### src/rtl/regfile_2r1w_sb.sv
// regfile_2r1w_sb: N x W register file with one synchronous write port,
// two combinational read ports and a per-register busy scoreboard.
// A reserve marks a register busy; a write to it clears the busy bit,
// except when a new reserve to the same register lands in the same cycle.
// Indices at or above N are ignored on write/reserve and read back as zero.
// Optional feature: define REGFILE_BYPASS_EN to forward data_in (and the
// post-write busy value) to a read port addressing the register being
// written in the same cycle.
module regfile_2r1w_sb #(
    parameter int W  = 16,
    parameter int N  = 8,
    parameter int AW = 3
) (
    input  logic          clk,
    input  logic          reset,
    input  logic [W-1:0]  data_in,
    input  logic [AW-1:0] writenum,
    input  logic          write,
    input  logic          rsv_en,
    input  logic [AW-1:0] rsvnum,
    input  logic [AW-1:0] readnum_a,
    input  logic [AW-1:0] readnum_b,
    output logic [W-1:0]  data_out_a,
    output logic [W-1:0]  data_out_b,
    output logic          busy_a,
    output logic          busy_b,
    output logic [N-1:0]  busy_vec
);

    logic [W-1:0] regs [N];
    logic [N-1:0] busy;

`ifdef REGFILE_BYPASS_EN
    localparam logic [AW:0] NUM_REGS = (AW+1)'(N);

    logic byp_ok;
    logic byp_busy;

    assign byp_ok   = !reset && write && ({1'b0, writenum} < NUM_REGS);
    assign byp_busy = rsv_en && (rsvnum == writenum);
`endif

    // Storage and scoreboard update; only indices below N can ever match,
    // so out-of-range writes and reserves fall through untouched.
    always_ff @(posedge clk) begin
        for (int i = 0; i < N; i++) begin
            if (reset) begin
                regs[i] <= '0;
                busy[i] <= 1'b0;
            end else begin
                if (write && (writenum == AW'(i))) begin
                    regs[i] <= data_in;
                end
                // A new producer issued in the retire cycle keeps the register busy.
                if (rsv_en && (rsvnum == AW'(i))) begin
                    busy[i] <= 1'b1;
                end else if (write && (writenum == AW'(i))) begin
                    busy[i] <= 1'b0;
                end
            end
        end
    end

    // Combinational read ports; unmatched (out-of-range) indices read zero.
    always_comb begin
        data_out_a = '0;
        data_out_b = '0;
        busy_a     = 1'b0;
        busy_b     = 1'b0;
        for (int i = 0; i < N; i++) begin
            if (readnum_a == AW'(i)) begin
                data_out_a = regs[i];
                busy_a     = busy[i];
            end
            if (readnum_b == AW'(i)) begin
                data_out_b = regs[i];
                busy_b     = busy[i];
            end
        end
`ifdef REGFILE_BYPASS_EN
        if (byp_ok && (writenum == readnum_a)) begin
            data_out_a = data_in;
            busy_a     = byp_busy;
        end
        if (byp_ok && (writenum == readnum_b)) begin
            data_out_b = data_in;
            busy_b     = byp_busy;
        end
`endif
    end

    assign busy_vec = busy;

endmodule

### config.mk
export PLATFORM = sky130hd
export DESIGN_NAME = regfile_2r1w_sb
export DESIGN_NICKNAME = d
export VERILOG_FILES = /design/src/rtl/regfile_2r1w_sb.sv
export SDC_FILE = /design/constraint.sdc
export NUM_CORES = 1
export LEC_CHECK = 0
export BUFFER_PORTS_ARGS = -buffer_cell sky130_fd_sc_hd__buf_2
export CORE_ASPECT_RATIO = 0.8
export CORE_MARGIN = 4
export CORE_UTILIZATION = 35
export DETAILED_ROUTE_END_ITERATION = 6
export PLACE_DENSITY = 0.52
export SLEW_MARGIN = 20
export SYNTH_ARGS = -nofsm -noshare
export SYNTH_HDL_FRONTEND = slang
export SYNTH_SLANG_ARGS = --single-unit
### constraint.sdc
create_clock -name clk -period 2.7 [get_ports clk]
set_clock_uncertainty 0.15 [all_clocks]
set_input_delay 0.27 -clock clk [delete_from_list [all_inputs] [get_ports clk]]
set_output_delay 0.27 -clock clk [all_outputs]
set_load 0.005 [all_outputs]
==> run metrics <==
status=completed; share of power burned in registers=0.440; final critical-path required period=2300 ps; Initial Utilization=0.359; Non-Filler Instances=1050; most common flop cell mapped by yosys=edfxtp_1; sequential share of the synthesized area=0.512; fin area=0.00925 mm2; placer congestion estimate=0.835; Port-buffer cells=73; top cell type by total area after synthesis=edfxtp_1; Post-synth EDFFs=128; Worst-Skew Late Latency=420 ps; Fmax achieved=435 MHz; pin count of the biggest net entering global routing=27; Max Cap Viol=0; DIE WIDTH=175 um; placed cell count=1015; clk sinks=136; layout cells sized above 1=0.276; Fin. Hold Viols=0; DR WL/cell=23.4 um; CTS H-tree depth=4; drt via density=5.49; crit start category=input port; Die Area=0.0248 mm2; Slew headroom=0.537; Final Setup Violations=0; nets@finish=769; total power=5.75 mW; first-pass GRT wire length=37600 um; hold_buf cts=3; antenna violations before repair=0; leakage=3.55 nW; most frequent cells in the layout=and2_1 (130), edfxtp_1 (128), buf_2 (73); Core ar.=0.0218 mm2; Top-Level Pins=74; RSZ-0062 raised after global routing=false; # rows=48; via count=5765; async set-reset flop share out of synthesis=0; CP arrival=1880 ps; worst vdd ir=0.000360 V; combinational power share=0.136; Post-Syn Nets=686; Clock Power Share=0.423; area grow syn2layout=18.2%; clk slew on worst S/H paths=60 ps; CTS tree=built; number of diodes=0; die height=142 um; vias in the first global route=6139; #FFs+latches synth=136; drt first pass iters=5; dpl hpwl=16100 um; Setup TNS=0 ps; Global Route Usage Sum=0.202; Ys Warns=0; mapped cell area=0.00782 mm2; Inserted Clock Buffers=17; Post-Place Cell Area=0.00861 mm2; First DRT Iteration DRCs=503; root buffer cell=clkbuf_16; pins over their slew limit=0; Mapped Cells=654; pre-CTS WS=383 ps; Distinct cells, synth=48; measured slew at the worst slew-check pin=695 ps; switching power share of the total=0.249; Pwr Density=622 mW/mm2; Final WS setup=399 ps; CTS resizes=0; most common cell after layout, fill and taps aside=and2_1; Syn Area/Cell=12.0 um2; Int Pwr=4.32 mW; antenna viol nets, final=0; DRT Wirelength=24600 um; CP Class=in2out; Required @ worst endpoint=2280 ps; buffer count from post-CTS setup fixing=0; HP Class=in2reg; Crit Path Max Fanout=25; CP endpoint kind=output pin; post-route clock period utilization=0.852; net switching power=1.43 mW; Clock Path Buffers=2; grt total ovfl=0; Yosys top cell area share=0.491; # DRC=0; largest cells by area after synthesis=edfxtp_1 (49%), and2_1 (10%), mux2i_1 (6.5%)
-- cells by family (layout without fill, tap and decap cells) --
| group | Yosys count | after routing | share of synthesized area |
|---|---|---|---|
| flops | 136 | 136 | 0.512 |
| mux | 79 | 79 | 0.127 |
| compound gates | 145 | 145 | 0.138 |
| buf+inv | 62 | 158 | 0.0464 |
| simple gates | 232 | 232 | 0.176 |
-- flip-flops by register name, indices dropped and copies added, names as in the netlist --
register and count:
busy_vec 8, regs 128
-- layer usage --
layer | part of all wire | wire, um | vias up | global-route usage
met5 | 0 | 0 | - | 0
met4 | 0.024 | 588 | 0 | 0.0731
met3 | 0.057 | 1390 | 38 | 0.0432
met2 | 0.47 | 11500 | 189 | 0.327
met1 | 0.45 | 11100 | 2924 | 0.271
li1 | - | - | 2614 | -
-- path summary, 6_finish.rpt --
path	depth (start not counted)	start	slack, ps	end
max	7	readnum_b[0]	400	data_out_b[4]
min	4	rsvnum[2]	40	busy_vec[0]$_SDFFE_PP0P_
max reg2reg	2	busy_vec[3]$_SDFFE_PP0P_	1860	busy_vec[3]$_SDFFE_PP0P_
min reg2reg	2	busy_vec[0]$_SDFFE_PP0P_	360	busy_vec[0]$_SDFFE_PP0P_
-- cell usage after synthesis (2+ instances only) --
cell	n
clkbuf_1	9
nor3b_1	2
edfxtp_1	128
mux2_2	13
and3b_1	3
and2_1	130
mux4_2	15
nor3_4	2
a21o_1	4
o21bai_1	3
nand2b_4	2
buf_6	8
nor2_1	18
o21ai_0	10
nand2_1	40
dfxtp_1	8
a221oi_2	6
nor2_2	2
buf_4	8
a22oi_1	24
clkbuf_2	4
nor2b_1	10
a2bb2oi_1	13
a311oi_1	2
nand3_1	5
o31a_1	20
inv_1	10
or2_2	9
o211a_1	2
buf_2	19
nor2_4	4
buf_1	2
a31o_2	3
a221oi_1	14
a21oi_1	39
mux2i_1	51
-- power groups by stage --
| stage | clock network, mW | logic, mW | registers (mW) |
|---|---|---|---|
| 3_5_place_dp | 0 | 0.784 | 2.57 |
| 2_1_floorplan | 0 | 0.480 | 2.54 |
| 6_report | 2.43 | 0.784 | 2.53 |
| 5_1_grt | 2.57 | 0.857 | 2.55 |
| 3_3_place_gp | 0 | 0.777 | 2.57 |
| 4_1_cts | 2.47 | 0.791 | 2.53 |
-- stage by stage --
stage,utilization,hold slack [ps]
finish,0.424,36.7
global route,0.424,63.7
CTS,0.424,20.2
detailed placement,0.395,355
global placement,0.395,350
floorplan,-,250
-- critical path, stage by stage --
cell and delay (ps):
buf_2 400, buf_4 430, mux2_2 380, nand2_1 70
o211a_1 130, a21oi_1 40, buf_2 130
-- layout make-up --
type	count	area (um2)
repair buffers	115	751
clock buffers	17	425
fillers	2054	12500
multi-input cells	456	3470
well taps	300	375
clock inverters	15	184
flip-flops and latches	136	4000
inverters	11	41.3
(Power assumes the default switching activity.)
